$ cat src/rtl/cache_mem_arbiter.sv
// cache_mem_arbiter: shares one memory port between an icache and a dcache.
// Latency: a request seen in IDLE is granted next cycle; wait drops in the
//   grant cycle once ramwait=0. There is always one IDLE cycle between grants.
// Backpressure: ramwait stalls the granted requester. The other requester
//   keeps its wait at 1 until it is granted.
//
// Ports:
//   CLK, nRST                     clock, asynchronous active-low reset
//   iREN, iaddr, iwait, iload     icache read-only request/response
//   dREN, dWEN, daddr, dstore,
//   dwait, dload                  dcache read/write request/response
//   ramREN, ramWEN, ramaddr,
//   ramstore, ramload, ramwait    shared memory port
//
// Define ARB_FAIR_EN for round-robin arbitration between the two caches.
// When it is not defined, the dcache has strict priority.

module cache_mem_arbiter #(
  parameter int ADDR_W = 32,
  parameter int WORD_W = 32
) (
  input  logic              CLK,
  input  logic              nRST,
  // icache
  input  logic              iREN,
  input  logic [ADDR_W-1:0] iaddr,
  output logic              iwait,
  output logic [WORD_W-1:0] iload,
  // dcache
  input  logic              dREN,
  input  logic              dWEN,
  input  logic [ADDR_W-1:0] daddr,
  input  logic [WORD_W-1:0] dstore,
  output logic              dwait,
  output logic [WORD_W-1:0] dload,
  // memory
  output logic              ramREN,
  output logic              ramWEN,
  output logic [ADDR_W-1:0] ramaddr,
  output logic [WORD_W-1:0] ramstore,
  input  logic [WORD_W-1:0] ramload,
  input  logic              ramwait
);

  typedef enum logic [1:0] {
    IDLE = 2'd0,
    IGNT = 2'd1,
    DGNT = 2'd2
  } state_t;

  state_t state, next_state;
  logic   d_req;

  assign d_req = dREN | dWEN;

  // The read data is passed straight through to both caches. Each cache
  // treats it as valid only while its own wait signal is low.
  assign iload = ramload;
  assign dload = ramload;

  always_ff @(posedge CLK or negedge nRST) begin
    if (!nRST) state <= IDLE;
    else       state <= next_state;
  end

`ifdef ARB_FAIR_EN
  // Holds the requester whose access last completed. An aborted access does
  // not count as a completion.
  typedef enum logic {
    LAST_I = 1'b0,
    LAST_D = 1'b1
  } last_t;

  last_t last_grant;

  always_ff @(posedge CLK or negedge nRST) begin
    if (!nRST) begin
      last_grant <= LAST_I;
    end else if (state == IGNT && iREN && !ramwait) begin
      last_grant <= LAST_I;
    end else if (state == DGNT && d_req && !ramwait) begin
      last_grant <= LAST_D;
    end
  end
`endif

  always_comb begin
    next_state = state;
    ramREN     = 1'b0;
    ramWEN     = 1'b0;
    ramaddr    = '0;
    ramstore   = '0;
    iwait      = 1'b1;
    dwait      = 1'b1;

    case (state)
      IDLE: begin
`ifdef ARB_FAIR_EN
        if (d_req && iREN)
          next_state = (last_grant == LAST_D) ? IGNT : DGNT;
        else if (d_req)
          next_state = DGNT;
        else if (iREN)
          next_state = IGNT;
        else
          next_state = IDLE;
`else
        if (d_req)
          next_state = DGNT;
        else if (iREN)
          next_state = IGNT;
        else
          next_state = IDLE;
`endif
      end

      IGNT: begin
        ramREN  = iREN;
        ramaddr = iaddr;
        // If the request is withdrawn, the access is aborted and wait stays high.
        iwait   = ~(iREN & ~ramwait);
        // Stay here only while the access is still running. Completion and
        // abort both return to IDLE.
        next_state = (iREN && ramwait) ? IGNT : IDLE;
      end

      DGNT: begin
        // When both strobes are set, the access is treated as a write.
        ramWEN   = dWEN;
        ramREN   = dREN & ~dWEN;
        ramaddr  = daddr;
        ramstore = dstore;
        dwait    = ~(d_req & ~ramwait);
        next_state = (d_req && ramwait) ? DGNT : IDLE;
      end

      default: begin
        next_state = IDLE;
      end
    endcase
  end

endmodule

$ cat config.mk
export PLATFORM = sky130hd
export DESIGN_NAME = cache_mem_arbiter
export DESIGN_NICKNAME = d
export VERILOG_FILES = /design/src/rtl/cache_mem_arbiter.sv
export SDC_FILE = /design/constraint.sdc
export NUM_CORES = 1
export LEC_CHECK = 0
export BUFFER_PORTS_ARGS = -buffer_cell sky130_fd_sc_hd__buf_2
export CAP_MARGIN = 20
export CORE_AREA = 2 2 103 105
export DETAILED_ROUTE_END_ITERATION = 12
export DIE_AREA = 0 0 105 107
export GPL_TIMING_DRIVEN = 1
export PLACE_DENSITY = 0.59
export SETUP_SLACK_MARGIN = 0.2
export SYNTH_ARGS = -nofsm -noshare
export SYNTH_HDL_FRONTEND = slang
export SYNTH_SLANG_ARGS = --single-unit
$ cat constraint.sdc
create_clock -name CLK -period 4 [get_ports CLK]
set_input_delay 0.6 -clock CLK [delete_from_list [all_inputs] [get_ports CLK]]
set_output_delay 0.6 -clock CLK [all_outputs]
set_load 0.03 [all_outputs]
======== Yosys cells after proc, flatten, opt, wreduce, memory -nomap -nowiden ========
Index checks and enable logic that the tools add are counted.
storage, ports and cells
  output and inout port bits .............. 132
  input port bits ......................... 134
  register bits after elaboration ......... 2
  logic and storage cells ................. 25
operators by class
  bitwise gates (word level) .............. 8
  multiplexer cells ....................... 11
  reduce and logical (&&, ||, !) cells .... 3
  eq/ne operators ......................... 2
operator list
  operator              count
  $pmux W32 S2          1
  $mux W32              1
  $pmux W2 S3           1
  $mux W1               5
  $mux W2               2
  $not A1 Y1            4
  $and A1 B1 Y1         3
  $eq A2 B1 Y1 const B  1
  $eq A2 B2 Y1 const B  1
  $logic_and A1 B1 Y1   2
  $logic_not A2 Y1      1
  $pmux W1 S2           1
  $or A1 B1 Y1          1

======== Longest topological paths before layout ========
Gate-level depths: netlist of run 1.
  depth after elaboration ................. 4
  depth in mapped cells ................... 6

======== Least setup slack after synthesis of run 1 ========
OpenSTA, ideal clock, no wires.
  kind .................................... register to output
  from .................................... register state[0]
  to ...................................... output ramREN
  cell stages (with the launch flop) ...... 6
  arrival time ............................ 1,630 ps
  path slack .............................. 1,770 ps
  cells stage by stage .................... dfrtp_1 -> inv_1 -> ha_1 -> buf_2 -> nand3b_1 -> a21boi_0
between the ends
  word-level cells in the longest chain between the ends .. 2
RTL lines
  element                                       RTL line  RTL
  start, declared                               51        state_t state, next_state;
  start signal, assigned                        63        else state <= next_state;
  $eq A2 B2 Y1 or $eq A2 B1 Y1 (tied branches)  96        case (state)
  $pmux W1 S2 (*)                               96
  end, declared                                 37        output logic ramREN,
Every way passes the cells marked *; elsewhere a longest branch is shown, timed or not.

======== Worst setup path in the final report of run 1 ========
  from .................................... register state[1]
  to ...................................... output ramaddr[29]
between the ends
  word-level cells in the longest chain between the ends .. 2
RTL lines
  element                                       RTL line  RTL
  $eq A2 B2 Y1 or $eq A2 B1 Y1 (tied branches)  96
  $pmux W32 S2 (*)                              96
  end, declared                                 39        output logic [ADDR_W-1:0] ramaddr,
Marks and branches as above.

==> results_dict.tcl, run 1 <==
set metrics [dict create \
    layout-drive-gt1-share_pct 60.8 \
    setup_violations 0 \
    dp_hpwl_um 4000 \
    path_delay_family "buffers and inverters" \
    worstPathRequired_ns 3.40 \
    p_leak_nw 1.05 \
    synth_top_area_share_pct 36.0 \
    reg.largest.list "state (2)" \
    largest_reg_flops 2 \
    routed_wl_um 4930 \
    die_width_um 105 \
    crit_type "register to primary output" \
    netlist_area_um2 1380 \
    peakVddDrop_v 0.000230 \
    port-buffer-count 169 \
    grt_most_used_layer "met2" \
    cp-end-kind "primary output" \
    crit_chain "inv_1, ha_1, buf_4, a22oi_1, nor2b_1, buf_2" \
    ys_seq_area_share_pct 3.64 \
    n_antenna_cell 0 \
    ys_async_sr_fraction_pct 100 \
    drc 0 \
    slew_viol_final 0 \
    clk_latency_ns 0.21 \
    synth_common_cells "buf_4 (66), and2_1 (33), a22oi_1 (32), nor2b_1 (32), buf_2 (6)" \
    dpl.cell_count 423 \
    grt_max_degree 69 \
    seqCellArea_um2 50.0 \
    min_path_type "input pin to asynchronous set/reset pin" \
    worst_slew_pin_slew_ns 0.871 \
    multi_input_area_um2 771 \
    finalCriticalPeriod_ns 2.74 \
    crit_fanout 18 \
    ant_nets 0 \
    gp_congestion 0.730 \
    grt_pass1_wl_um 7410 \
    grt_use_total_pct 7.92 \
    antenna_found_initial 0 \
    wl_per_cell_um 11.5 \
    cts_tree "built" \
    met1_usage_pct 9.27 \
    regMostFlops "state" \
    hold_viol_final 0 \
    synthFlopType "dfrtp_1" \
    final_cells 427 \
    utilization_pct 19.0 \
    clk_pin_slew_ns 0.03 \
    cts-resized-gates 0 \
    period_share_pct 68.6 \
    cp_slowest_stage_delay_ns 0.62 \
    synth_warnings 0 \
    whs_ns 0.168 \
    start_util_pct 13.6 \
    numCtsBuffers 3 \
    nNetsFinal 431 \
    finClkSkew_ns 0.00350 \
    design.core.area_um2 10100 \
    cp.arrival_ns 2.14 \
    sw_frac_of_total_pct 58.1 \
    comb_power_share_pct 86.5 \
    cts_sinks 2 \
    clockBufferDepth 2 \
    viasPerCell 3.71 \
    maxCapViolCount 0 \
    post-synth-top-area-cell "buf_4" \
    r2r_cells 4 \
    clock.fmax_mhz 365 \
    met2_usage_pct 14.4 \
    syn_to_final_growth_pct 39.0 \
    seqPwrFrac_pct 3.4 \
    power_density_nw_per_um2 417 \
    met3_usage_pct 1.58 \
    start_kind "register" \
    critPathBufInv 3 \
    grt_pass1_vias 1571 \
    rsz0062_at_grt "false" \
    placementRows 37 \
    power_switching_mw 0.464 \
    synth-edff-count 0 \
    synth_area_leaders "buf_4 (36%), a22oi_1 (17%), and2_1 (15%)" \
    drtPass1Iterations 4 \
    syn_avg_cell_area_um2 7.06 \
    grt_overflow 0 \
    reg2reg_setup_slack_ns 2.55 \
    hold_buffers 0 \
    synth.most_common_cell "buf_4" \
    synth.distinct_cells 20 \
    die_area_um2 11200 \
    die_y_um 107 \
    power_mw 0.797 \
    h-tree-depth 1 \
    status "finished clean" \
    root_buffer "clkbuf_8" \
    synth_seq_cells 2 \
    drt_iter0_drc 68 \
    postCtsSetupBuffers 0 \
    synth_cells 195 \
    r2r_end "state[0]$_DFF_PN0_" \
    maxSlewHeadroom_pct 41.9 \
    clock_power_share_pct 10.0 \
    crit_slowest_cell "ha_1" \
    fin_setup_tns_ns 0 \
    p_int_mw 0.334 \
    io_pins 266 \
    vias 1584 \
    r2r_start "state[1]$_DFF_PN0_" \
    nFillCells 1168 \
    synth_nets 333 \
]
-- area by class of cell --
type,instances,share of cell area (%)
Timing Repair Buffer,171,45.7
Multi-Input combinational cell,113,40.3
Inverter,2,0.392
Clock buffer,3,2.16
Tap cell,136,8.89
Sequential cell,2,2.62
-- how the worst max path moves through the flow --
stage                       start  cells past startpoint  slack, ns          end
3_3_place_gp   state[0]$_DFF_PN0_                      5       1.41  ramaddr[29]
4_1_cts        state[0]$_DFF_PN0_                      5       1.12  ramaddr[29]
6_report       state[1]$_DFF_PN0_                      6       1.26  ramaddr[29]
5_1_grt        state[1]$_DFF_PN0_                      6       1.10  ramaddr[29]
3_5_place_dp   state[0]$_DFF_PN0_                      5       1.34  ramaddr[29]
2_1_floorplan  state[0]$_DFF_PN0_                      5       1.77       ramREN
-- cells by family (layout without fill, tap and decap cells) --
logic type / Yosys count / in the layout / share of synthesized area [%]
adder cells (fa/ha/maj): 4 / 4 / 3.64
flip-flops: 2 / 2 / 3.64
buffers and inverters: 80 / 176 / 40.5
AND/OR/NAND/NOR: 74 / 74 / 33.5
AO/OA/AOI/OAI: 35 / 35 / 18.7
-- stage by stage --
stage          setup slack (ns)  cell area, um2
2_1_floorplan              1.77            1380
3_3_place_gp               1.41            1850
4_1_cts                    1.12            1890
6_report                   1.26            1910
3_5_place_dp               1.34            1850
5_1_grt                    1.10            1910
-- placed cells by master, fill, tap and decap left out, drive strengths merged --
| cell | instances |
|---|---|
| ha | 4 |
| inv | 2 |
| nand3b | 1 |
| nand2b | 1 |
| or3b | 2 |
| nor2b | 32 |
| a21oi | 2 |
| clkbuf | 3 |
| a21boi | 1 |
| dfrtp | 2 |
| a22oi | 32 |
| nor3 | 1 |
| nor2 | 1 |
| buf | 171 |
| and2 | 33 |
| nand2 | 2 |
| or2 | 1 |
-- per-layer routing --
metal	share of wire (%)	vias up
met4	1.4	0
met1	40	707
li1	-	770
met5	0	-
met3	7.8	17
met2	51	90
-- power groups by stage --
stage	registers (mW)	logic, mW	clock network (mW)
5_1_grt	0.0279	0.744	0.0846
2_1_floorplan	0.0268	0.607	0
6_report	0.0274	0.690	0.0801
3_3_place_gp	0.0272	0.674	0
3_5_place_dp	0.0276	0.683	0
4_1_cts	0.0273	0.685	0.0819
(Power assumes the default switching activity.)
==> inputs of run 2 (changes only) <==
--- a/config.mk
+++ b/config.mk
@@ -7,11 +7,11 @@
 export LEC_CHECK = 0
 export BUFFER_PORTS_ARGS = -buffer_cell sky130_fd_sc_hd__buf_2
 export CAP_MARGIN = 20
-export CORE_AREA = 2 2 103 105
+export CORE_AREA = 2 2 104 106
 export DETAILED_ROUTE_END_ITERATION = 12
-export DIE_AREA = 0 0 105 107
+export DIE_AREA = 0 0 106 108
 export GPL_TIMING_DRIVEN = 1
-export PLACE_DENSITY = 0.59
+export PLACE_DENSITY = 0.58
 export SETUP_SLACK_MARGIN = 0.2
 export SYNTH_ARGS = -nofsm -noshare
 export SYNTH_HDL_FRONTEND = slang
==> constraint.sdc (replaced) <==
create_clock -name CLK -period 2.6 [get_ports CLK]
set_input_delay 0.39 -clock CLK [delete_from_list [all_inputs] [get_ports CLK]]
set_output_delay 0.39 -clock CLK [all_outputs]
set_load 0.03 [all_outputs]
==> run 2 against run 1 <==
  * Critical path depth did not move
  * Hold slack improved by 0.26 ns
  * Clock power rose by 52%
  * Critical path type unchanged
  * Critical endpoint is now ramaddr[11]
  * Largest power group unchanged
==> results_dict.tcl, run 2 (same netlist as run 1, synthesis figures left out) <==
set metrics [dict create \
    status "finished clean" \
    setup_violations 0 \
    hold_viol_final 0 \
    clock.fmax_mhz 454 \
    h-tree-depth 1 \
    critPathBufInv 3 \
    die_area_um2 11400 \
    start_util_pct 13.5 \
    crit_slowest_cell "ha_1" \
    antenna_found_initial 0 \
    vias 1652 \
    maxCapViolCount 0 \
    finClkSkew_ns 0.00151 \
    crit_chain "inv_1, ha_1, buf_12, a22oi_1, nor2b_1, buf_2" \
    root_buffer "clkbuf_8" \
    design.core.area_um2 10200 \
    p_leak_nw 1.06 \
    final_area_um2 1940 \
    drt_iter0_drc 67 \
    dp_hpwl_um 4710 \
    power_mw 1.23 \
    die_y_um 108 \
    reg2reg_setup_slack_ns 1.23 \
    grt_overflow 0 \
    largest_reg_flops 2 \
    cp_slowest_stage_delay_ns 0.42 \
    maxSlewHeadroom_pct 70.8 \
    crit_type "register to primary output" \
    syn_to_final_growth_pct 40.8 \
    gp_congestion 0.696 \
    min_path_type "input pin to register" \
    whs_ns 0.429 \
    utilization_pct 18.9 \
    period_share_pct 84.7 \
    routed_wl_um 5580 \
    worst_slew_pin_slew_ns 0.437 \
    fin_setup_tns_ns 0 \
    most-common-layout-cells "buf_2 (169), and2_1 (33), a22oi_1 (32), nor2b_1 (32)" \
    cts-resized-gates 0 \
    min_to "state[0]$_DFF_PN0_" \
    grt_pass1_wl_um 8050 \
    peakVddDrop_v 0.000167 \
    cp-end-kind "primary output" \
    min_from "iREN" \
    clockBufferDepth 2 \
    final_cells 430 \
    ant_nets 0 \
    dpl.cell_count 426 \
    cts_tree "built" \
    dp_slack_ns 0.604 \
    worstPathRequired_ns 2.21 \
    final_common_cell "buf_2" \
    cts_sinks 2 \
    grt_use_total_pct 8.82 \
    clk_latency_ns 0.21 \
    r2r_end "state[1]$_DFF_PN0_" \
    reg.largest.list "state (2)" \
    worst_slack_ns 0.398 \
    wl_per_cell_um 13.0 \
    post_dp_cell_area_um2 1890 \
    io_pins 266 \
    port-buffer-count 169 \
    finalCriticalPeriod_ns 2.20 \
    r2r_cells 5 \
    drc 0 \
    placementRows 37 \
    startpoint "state[1]$_DFF_PN0_" \
    nNetsFinal 434 \
    numCtsBuffers 3 \
    power_density_nw_per_um2 635 \
    n_antenna_cell 0 \
    drtPass1Iterations 4 \
    rsz0062_at_grt "false" \
    slew_viol_final 0 \
    hold_depth 3 \
    cp.arrival_ns 1.81 \
    grt_max_degree 44 \
    grt_pass1_vias 1696 \
    hold_buffers 1 \
    die_width_um 106 \
    viasPerCell 3.84 \
    crit_fanout 27 \
    start_kind "register" \
    r2r_start "state[0]$_DFF_PN0_" \
    regMostFlops "state" \
    clk_pin_slew_ns 0.03 \
    postCtsSetupBuffers 0 \
    layout-drive-gt1-share_pct 60.9 \
    path_delay_family "buffers and inverters" \
]
==> run 2: changes by cell type in the layout (fill, tap and decap cells not counted), sizes merged <==
cell and change:
buf +2, dlygate4sd3 +1
==> run 2: tightest hold or removal path: cells and delay by family <==
family                 cells  cell delay (ns)
AOI/OAI and AO/OA          1             0.04
buffers and inverters      1             0.11
and+or+nand+nor            1             0.06
==> run 2: report_power, final <==
group / total, mW / internal [mW] / switching, mW
Clock: 0.122 / 0.0979 / 0.0245
Sequential: 0.0419 / 0.0372 / 0.00467
Combinational: 1.07 / 0.375 / 0.693
==> run 2: cell type report <==
type	count	area, um2
Clock buffer	3	41.3
Multi-Input combinational cell	113	771
Fill cell	1169	8290
Timing Repair Buffer	174	898
Sequential cell	2	50.0
Inverter	2	7.51
Tap cell	136	170
==> run 2: metal layers <==
metal	up-vias	part of all wire (%)	track usage [%]
li1	779	-	-
met1	727	34	8.38
met3	22	12	2.53
met5	-	0	0
met4	0	3.4	4.14
met2	124	51	17.4
==> run 2: worst max-delay path by stage <==
stage / slack, ns / depth (start not counted) / end
2_1_floorplan: 0.58 / 5 / ramREN
4_1_cts: 0.37 / 6 / ramaddr[26]
6_report: 0.40 / 6 / ramaddr[11]
3_3_place_gp: 0.62 / 6 / ramaddr[11]
5_1_grt: 0.27 / 6 / ramREN
3_5_place_dp: 0.60 / 6 / ramaddr[26]
